--- src/rtl/lc3_pkg.sv ---
// Shared LC3 types: data-memory request codes, responder FSM states and the ISA opcodes
// shared with the pipeline controller.
package lc3_pkg;

    typedef enum logic [1:0] {
        MS_READ  = 2'd0,
        MS_IND   = 2'd1,
        MS_WRITE = 2'd2,
        MS_IDLE  = 2'd3
    } mem_state_t;

    typedef enum logic [1:0] {
        RS_IDLE = 2'd0,
        RS_BUSY = 2'd1,
        RS_DONE = 2'd2
    } resp_state_t;

    typedef enum logic [3:0] {
        OP_BR   = 4'd0,
        OP_ADD  = 4'd1,
        OP_LD   = 4'd2,
        OP_ST   = 4'd3,
        OP_JSR  = 4'd4,
        OP_AND  = 4'd5,
        OP_LDR  = 4'd6,
        OP_STR  = 4'd7,
        OP_RTI  = 4'd8,
        OP_NOT  = 4'd9,
        OP_LDI  = 4'd10,
        OP_STI  = 4'd11,
        OP_JMP  = 4'd12,
        OP_RES  = 4'd13,
        OP_LEA  = 4'd14,
        OP_TRAP = 4'd15
    } lc3_opcode_t;

endpackage

--- src/rtl/lc3_dmem_array.sv ---
// Single-port 2^ADDR_W x 16 data store: one write port, one registered read.
// Only the read register is reset; the store contents survive reset.
module lc3_dmem_array #(
    parameter int ADDR_W = 8
) (
    input  logic              clk,
    input  logic              rst,
    input  logic              we_i,
    input  logic              re_i,
    input  logic [ADDR_W-1:0] addr_i,
    input  logic [15:0]       din_i,
    output logic [15:0]       rdata_o
);

    logic [15:0] mem_q [2**ADDR_W];

    always_ff @(posedge clk) begin
        if (we_i) mem_q[addr_i] <= din_i;
    end

    always_ff @(posedge clk or negedge rst) begin
        if (!rst)      rdata_o <= 16'h0000;
        else if (re_i) rdata_o <= mem_q[addr_i];
    end

endmodule

--- src/rtl/lc3_dmem_responder.sv ---
// Data-memory responder: services read / indirect / write requests from the LC3 controller
// after LATENCY busy cycles and signals the end of each access with a one-cycle pulse.
module lc3_dmem_responder
    import lc3_pkg::*;
#(
    parameter int ADDR_W  = 8,
    parameter int LATENCY = 2
) (
    input  logic              clk,
    input  logic              rst,
    input  logic [1:0]        mem_state,
    input  logic [15:0]       M_Addr,
    input  logic [15:0]       M_Din,
    input  logic              init_we,
    input  logic [ADDR_W-1:0] init_addr,
    input  logic [15:0]       init_din,
    output logic [15:0]       Data_dout,
    output logic              complete_data,
    output logic              busy
);

    localparam logic [3:0] LAT_M1 = (LATENCY == 0) ? 4'd0 : 4'(LATENCY - 1);

    resp_state_t       state_q;
    logic [3:0]        cnt_q;
    logic              wr_op_q;
    logic [ADDR_W-1:0] addr_q;
    logic [15:0]       din_q;

    logic              req, bd_we;
    logic              ram_we, ram_re;
    logic [ADDR_W-1:0] ram_addr;
    logic [15:0]       ram_din;
    logic              unused_addr_hi;

    assign unused_addr_hi = ^M_Addr[15:ADDR_W];

    assign req   = (state_q == RS_IDLE) && (mem_state != MS_IDLE);
    assign bd_we = (state_q == RS_IDLE) && (mem_state == MS_IDLE) && init_we;

    // The RAM's read register is Data_dout, so reads are launched on the edge that enters DONE;
    // with zero latency that edge is the request edge itself, hence the live address.
    always_comb begin
        ram_we   = 1'b0;
        ram_re   = 1'b0;
        ram_addr = addr_q;
        ram_din  = din_q;
        case (state_q)
            RS_IDLE: begin
                if (bd_we) begin
                    ram_we   = 1'b1;
                    ram_addr = init_addr;
                    ram_din  = init_din;
                end else if (req && LATENCY == 0 && mem_state != MS_WRITE) begin
                    ram_re   = 1'b1;
                    ram_addr = M_Addr[ADDR_W-1:0];
                end
            end
            RS_BUSY: ram_re = (cnt_q == 4'd0) && !wr_op_q;
            RS_DONE: ram_we = wr_op_q;
            default: ;
        endcase
    end

    always_ff @(posedge clk or negedge rst) begin
        if (!rst) begin
            state_q       <= RS_IDLE;
            cnt_q         <= 4'd0;
            wr_op_q       <= 1'b0;
            addr_q        <= '0;
            din_q         <= 16'h0000;
            complete_data <= 1'b0;
            busy          <= 1'b0;
        end else begin
            complete_data <= 1'b0;
            case (state_q)
                RS_IDLE: begin
                    if (req) begin
                        wr_op_q <= (mem_state == MS_WRITE);
                        addr_q  <= M_Addr[ADDR_W-1:0];
                        din_q   <= M_Din;
                        cnt_q   <= LAT_M1;
                        busy    <= 1'b1;
                        if (LATENCY == 0) begin
                            state_q       <= RS_DONE;
                            complete_data <= 1'b1;
                        end else begin
                            state_q <= RS_BUSY;
                        end
                    end
                end
                RS_BUSY: begin
                    if (cnt_q == 4'd0) begin
                        state_q       <= RS_DONE;
                        complete_data <= 1'b1;
                    end else begin
                        cnt_q <= cnt_q - 4'd1;
                    end
                end
                RS_DONE: begin
                    state_q <= RS_IDLE;
                    busy    <= 1'b0;
                end
                default: begin
                    state_q <= RS_IDLE;
                    busy    <= 1'b0;
                end
            endcase
        end
    end

    lc3_dmem_array #(.ADDR_W(ADDR_W)) u_ram (
        .clk     (clk),
        .rst     (rst),
        .we_i    (ram_we),
        .re_i    (ram_re),
        .addr_i  (ram_addr),
        .din_i   (ram_din),
        .rdata_o (Data_dout)
    );

endmodule

--- config.mk ---
export PLATFORM = sky130hd
export DESIGN_NAME = lc3_dmem_responder
export DESIGN_NICKNAME = d
export VERILOG_FILES = /design/src/rtl/lc3_pkg.sv /design/src/rtl/lc3_dmem_array.sv /design/src/rtl/lc3_dmem_responder.sv
export SDC_FILE = /design/constraint.sdc
export NUM_CORES = 2
export LEC_CHECK = 0
export BUFFER_PORTS_ARGS = -buffer_cell sky130_fd_sc_hd__buf_2
export CAP_MARGIN = 10
export CORE_UTILIZATION = 60
export CTS_CLUSTER_SIZE = 25
export DETAILED_ROUTE_END_ITERATION = 10
export HOLD_SLACK_MARGIN = 0.1
export PLACE_DENSITY = 0.76
export SYNTH_ARGS = -nofsm -noshare
export SYNTH_HDL_FRONTEND = slang
export SYNTH_HIERARCHICAL = 1
export SYNTH_SLANG_ARGS = --single-unit
--- constraint.sdc ---
create_clock -name clk -period 6.3 [get_ports clk]
set_input_delay 0.63 -clock clk [delete_from_list [all_inputs] [get_ports clk]]
set_output_delay 0.63 -clock clk [all_outputs]
set_load 0.1 [all_outputs]
Word level (Yosys, flattened, before mapping)
Memory sizes are Yosys's and may differ from the RTL's. A register that Yosys moved wholly into a read port is not among the register bits.
Index checks and enable logic that the tools add are counted.
- register bits after elaboration: 33
- latch bits: 0
- RAM bits: 4096
- ROM bits: 0
- output and inout bits: 18
- memories kept: 1
- memories (memory ; depth ; bits a word ; rd ports ; clocked after Yosys merged registers in ; write ports ; line ; text):
    u_ram.mem_q ; 256 ; 16 ; 1 ; 1 ; 1 ; lc3_dmem_array.sv:15 ; logic [15:0] mem_q [2**ADDR_W];
- add/subtract/negate cells: 1
- multiply operators: 0
- div/mod/pow operators: 0
- order comparisons: 0
- eq/ne operators: 8
- shift operators: 0
- mux-type cells: 19
- bitwise operators: 1
- reductions and logical operators: 13
- operator list (kind ; number):
    $mux 16 ; 2
    $mux 8 ; 2
    $mux 4 ; 2
    $ne 2x2->1 const B ; 4
    $pmux 4 s2 ; 1
    $mux 1 ; 7
    $eq 2x2->1 const B ; 3
    $reduce_and 2->1 ; 3
    $logic_and 1x1->1 ; 4
    $logic_not 4->1 ; 1
    $mux 2 ; 2
    $pmux 1 s2 ; 2
    $pmux 2 s2 ; 1
    $sub 4x1->4 const B ; 1
    $reduce_and 3->1 ; 1
    $eq 2x1->1 const B ; 1
    $logic_not 1->1 ; 2
    $logic_not 2->1 ; 1
    $reduce_bool 2->1 ; 1
    $not 1->1 ; 1

Depth between registers and ports, before layout
- depth after elaboration: 7
- depth in mapped cells: 17

Modules after synthesis
Netlist, hierarchy kept.
- by module, submodules not included (module ; times used ; cells each ; area an instance (um^2)):
    lc3_dmem_array ; 1 ; 7003 ; 157900.2
    lc3_dmem_responder ; 1 ; 169 ; 1707.9

Least setup slack after synthesis
Ideal clock, no wire load.
- path kind: register to register
- from: reg state_q[1]
- to: mem u_ram.mem_q[163][0], enable pin
- library setup time: 0.430 ns
- data arrival time: 4.025 ns
- slack: 1.844 ns
- stages on the path, launching flop included: 14
- path buffers: 8
- cells stage by stage: dfrtp_1 buf_2 nor2_2 nand4_4 buf_6 mux2_4 buf_2 buf_4 buf_4 buf_2 buf_2 nand2_1 clkbuf_1 nor4_1
- elaborated cells between the ends (all ways): 10
- those cells by class: eq/ne (1); mux (6); reduce/logical (3)
- RTL lines (item ; line ; text):
    start: declaration ; lc3_dmem_responder.sv:24 ; resp_state_t state_q;
    start signal: assignment ; lc3_dmem_responder.sv:67 ; state_q <= RS_IDLE;
    start signal: assignment ; lc3_dmem_responder.sv:85 ; state_q <= RS_DONE;
    start signal: assignment ; lc3_dmem_responder.sv:88 ; state_q <= RS_BUSY;
    $logic_not 2->1 * ; lc3_dmem_responder.sv:39, lc3_dmem_responder.sv:48 ;
    $logic_and 1x1->1 (2 in series) ; lc3_dmem_responder.sv:39 ; assign bd_we = (state_q == RS_IDLE) && (mem_state == MS_IDLE) && init_we;
    $mux 8 ; lc3_dmem_responder.sv:50 ; if (bd_we) begin
    $mux 8 * ; lc3_dmem_responder.sv:48 ; case (state_q)
    net ram_addr[1] ; lc3_dmem_responder.sv:32 ; logic [ADDR_W-1:0] ram_addr;
    end: declaration ; lc3_dmem_array.sv:15 ;
The timed path passes the listed nets; every way through them passes the cells marked *.

Final worst setup path
- from: reg state_q[1]
- to: reg u_ram.rdata_o[11], read port of u_ram.mem_q
- word-level cells in the longest chain between the ends: 5
- elaborated cells between the ends (all ways): 7
- those cells by class: eq/ne (1); mux (3); reduce/logical (3)
- ends and longest elaborated chain (item ; line ; text):
    $logic_not 2->1 * ; lc3_dmem_responder.sv:39, lc3_dmem_responder.sv:48 ;
    $logic_and 1x1->1 (2 in series) ; lc3_dmem_responder.sv:39 ;
    $mux 8 ; lc3_dmem_responder.sv:50 ;
    $mux 8 * ; lc3_dmem_responder.sv:48 ;
    net ram_addr[1] ; lc3_dmem_responder.sv:32 ;
    end: declaration ; lc3_dmem_array.sv:12 ; output logic [15:0] rdata_o
Marks and branches as above.
A chain may end at the register's enable or synchronous reset.

==> impl_metrics.toml <==
[setup_path]
rrSetupSlack_ns = 0.52
cp-start-kind = "register"
worstPathRequired_ns = 7.16
critical_path_arrival_ns = 6.63
critical_path.cell_chain = "nor2_2, nand4_4, buf_4, mux2_8, clkinv_2, nand2_1, o22ai_1, nor4_1, o22ai_1, nor3_1, o32a_1"
cp_max_fo = 35
endpoint_kind = "register"
cp_common_cell = "o22ai_1"
reg2reg_depth = 11
crit_buf_inv = 2
crit_start = "state_q[1]"
crit_type = "register to register"
cp_top_family = "simple AND/OR/NAND/NOR gates"
crit_slowest_cell = "nor4_1"
worst-path-stages = 11
crit_path_end = "u_ram/rdata_o[11]"
cpPeakStageDelay_ns = 0.94
r2r-end = "u_ram/rdata_o[11]"
timing.rr.start = "state_q[1]"

[yosys]
yosysMostFrequentCell = "edfxtp_1"
yosys.area.top_type_share_pct = 77.1
synthesis.area_um2 = 160000
synth-seq-cells = 4145
synthArstFlopShare_pct = 1.18
syn-instance-count = 7172
postSynthAreaPerCell_um2 = 22.3
yosys_warnings = 6
synthTopCellsByArea = "edfxtp_1 77%, mux4_2 14%, mux2i_1 1.9%"
synth-edff-count = 4096
synth_nets = 7234
synthTopCellsByCount = "4096 x edfxtp_1, 984 x mux4_2, 310 x mux2i_1"
synth_area_leader_cell = "edfxtp_1"
ys.flop_type = "edfxtp_1"
synth-seq-area-share_pct = 77.8
synth_cell_type_count = 66

[global_routing]
grt_pass1_wl_um = 598000
grt_usage_pct = 31.7
grt_max_degree = 193
antenna_found_initial = 19
gr-usage-met3_pct = 8.96
top_usage_layer = "met2"
grt.overflow.total = 0
grt_use_met1_pct = 42.7
met2_usage_pct = 48.4
grt_pass1_vias = 80400

[detailed_routing]
wl_per_cell_um = 36.6
first_pass_iters = 7
viasPerCell = 7.00
drt_wl_total_um = 424000
drt_drc_violations_left = 0
via_count = 81200
drt_iter0_drc = 13600
drtAntennaViolNets = 0

[clock_tree]
clockBufferDepth = 4
clock_sinks = 4145
clock_latency_ns = 0.93
cts_buffers = 403
htree_levels = 5
ctsResizeCount = 0
cts_tree = "yes"
clk_pin_slew_worst_paths_ns = 0.06
ctsRootBufferMaster = "clkbuf_16"
post_cts_buffers = 0

[outcome]
status = "complete, no violations"

[layout]
nNetsFinal = 7794
fillers = 15300
syn_to_final_growth_pct = 12.7
drive_above_1_share_pct = 27.9

[min_path]
hp-class = "input port to register"

[timing]
max_freq_mhz = 173
hold_violations = 0
post-route-period-util_pct = 91.7
tightest_slew_ns = 1.33
slew-limit-headroom_pct = 11.3
setup_violations = 0
fin_tns_setup_ns = 0
period_minus_slack_ns = 5.78
rsz0062_at_grt = "no"
slew_violations = 0
fin_hold_ws_ns = 0.139
skew_ns = 0.0508

[power_and_ir_drop]
powerDensity_nw_per_um2 = 479
clockPowerShare_pct = 27.4
switching_share_pct = 33.7
combPwrFrac_pct = 32.1
switching_power_mw = 29.0
leakagePower_nw = 56.9
p_int_mw = 57.1
seq_power_share_pct = 40.5
ir_drop_uv = 1170

[floorplan]
ios = 79
die_x_um = 518
design.die.area_um2 = 268000
fp-row-count = 188
coreArea_um2 = 263000
die_h_um = 518
start_util_pct = 60.6

[placement]
routabilityCongestion = 0.961
dp_hpwl_um = 241000
io_buffer_count = 70

[run]
maxCapViolCount = 0
## flip-flops by register name (all words and copies together), names as in the netlist
| name | cells |
|---|---|
| state_q | 2 |
| addr_q | 8 |
| u_ram/rdata_o | 16 |
| cnt_q | 4 |
| u_ram/mem_q | 4096 |
| complete_data | 1 |
| din_q | 16 |
| busy | 1 |
| wr_op_q | 1 |
## layout by cell type, fill, tap and decap left out, drive strengths merged, types with 29 or more instances in the layout
cell type  count
nand2        213
clkbuf       486
mux2          75
mux4         984
o22ai        127
edfxtp      4096
mux2i        310
a32oi         37
o221ai        32
a22oi         77
clkinv       180
nor3          66
a21oi         61
nor2         265
dfrtp         49
bufinv        35
buf          543
o22a          29
nand3         48
o21ai         63
## routing by layer
| layer | part of all wire [%] | routed length [um] |
|---|---|---|
| met4 | 5.9 | 24800 |
| met3 | 14 | 58400 |
| met1 | 34 | 144000 |
| met2 | 47 | 197000 |
| met5 | 0.033 | 138 |
## per-stage QoR
stage | power (mW) | util (%) | cell area (um2) | setup WS (ns) | cells
final | 86.1 | 68.3 | 180000 | 0.522 | 11600
after global routing | 88.0 | 68.2 | 180000 | 0.464 | 11600
after CTS | 85.7 | 68.2 | 180000 | 1.00 | 11600
after detailed placement | 62.2 | 63.3 | 167000 | 0.821 | 10800
after global placement | 61.5 | 63.3 | 167000 | 0.826 | 10800
after floorplan | 51.7 | - | 160000 | 1.84 | 7172
## how the worst min path moves through the flow
stage	from	endpoint	slack, ns	depth (start not counted)
after CTS	mem_state[0]	wr_op_q	0.10	3
after floorplan	rst	addr_q[0]	0.33	0
after detailed placement	addr_q[6]	addr_q[6]	0.47	2
after global placement	addr_q[7]	addr_q[7]	0.46	2
after global routing	mem_state[0]	wr_op_q	0.14	3
final	mem_state[0]	wr_op_q	0.14	3
## tightest hold or removal path, stage by stage
cell and delay [ns]:
buf_2 0.14, nor3_1 0.06, o32a_1 0.16
## cells by family (layout without fill, tap and decap cells)
group | Yosys count | in the layout | share of synthesized area [%]
DFF | 4145 | 4145 | 77.8
AOI/OAI and AO/OA | 537 | 537 | 2.33
other | 0 | 18 | 0
adders and majority gates | 1 | 1 | 0.00784
and+or+nand+nor | 698 | 698 | 1.93
muxes | 1369 | 1369 | 16.4
buffers and inverters | 422 | 1308 | 1.49
## what timing repair did
item | CTS | global route
hold buffers | 26 | 0
endpoints found under the setup margin | 0 | 0
hold endpoints to repair | 74 | 0
## final cells by class
cell class                 instances  area, um2  area share (%)
tap                             3515       4400            2.45
sequential                      4145     124000            69.1
clock inverter                   245       2260            1.26
inverter                           8       40.0          0.0223
clock buffer                     486      10600            5.88
multi-input combinational       2605      33500            18.7
antenna                           18       45.0          0.0250
timing repair buffer             569       4740            2.63
## power by group through the flow
stage	Sequential (mW)	Combinational [mW]	Clock, mW
2_1_floorplan	35.8	15.9	0
3_3_place_gp	35.4	26.1	0
5_1_grt	34.9	28.4	24.8
3_5_place_dp	35.4	26.8	0
6_report	34.9	27.6	23.6
4_1_cts	34.8	27.1	23.8
Power figures use the tool's default switching activity.
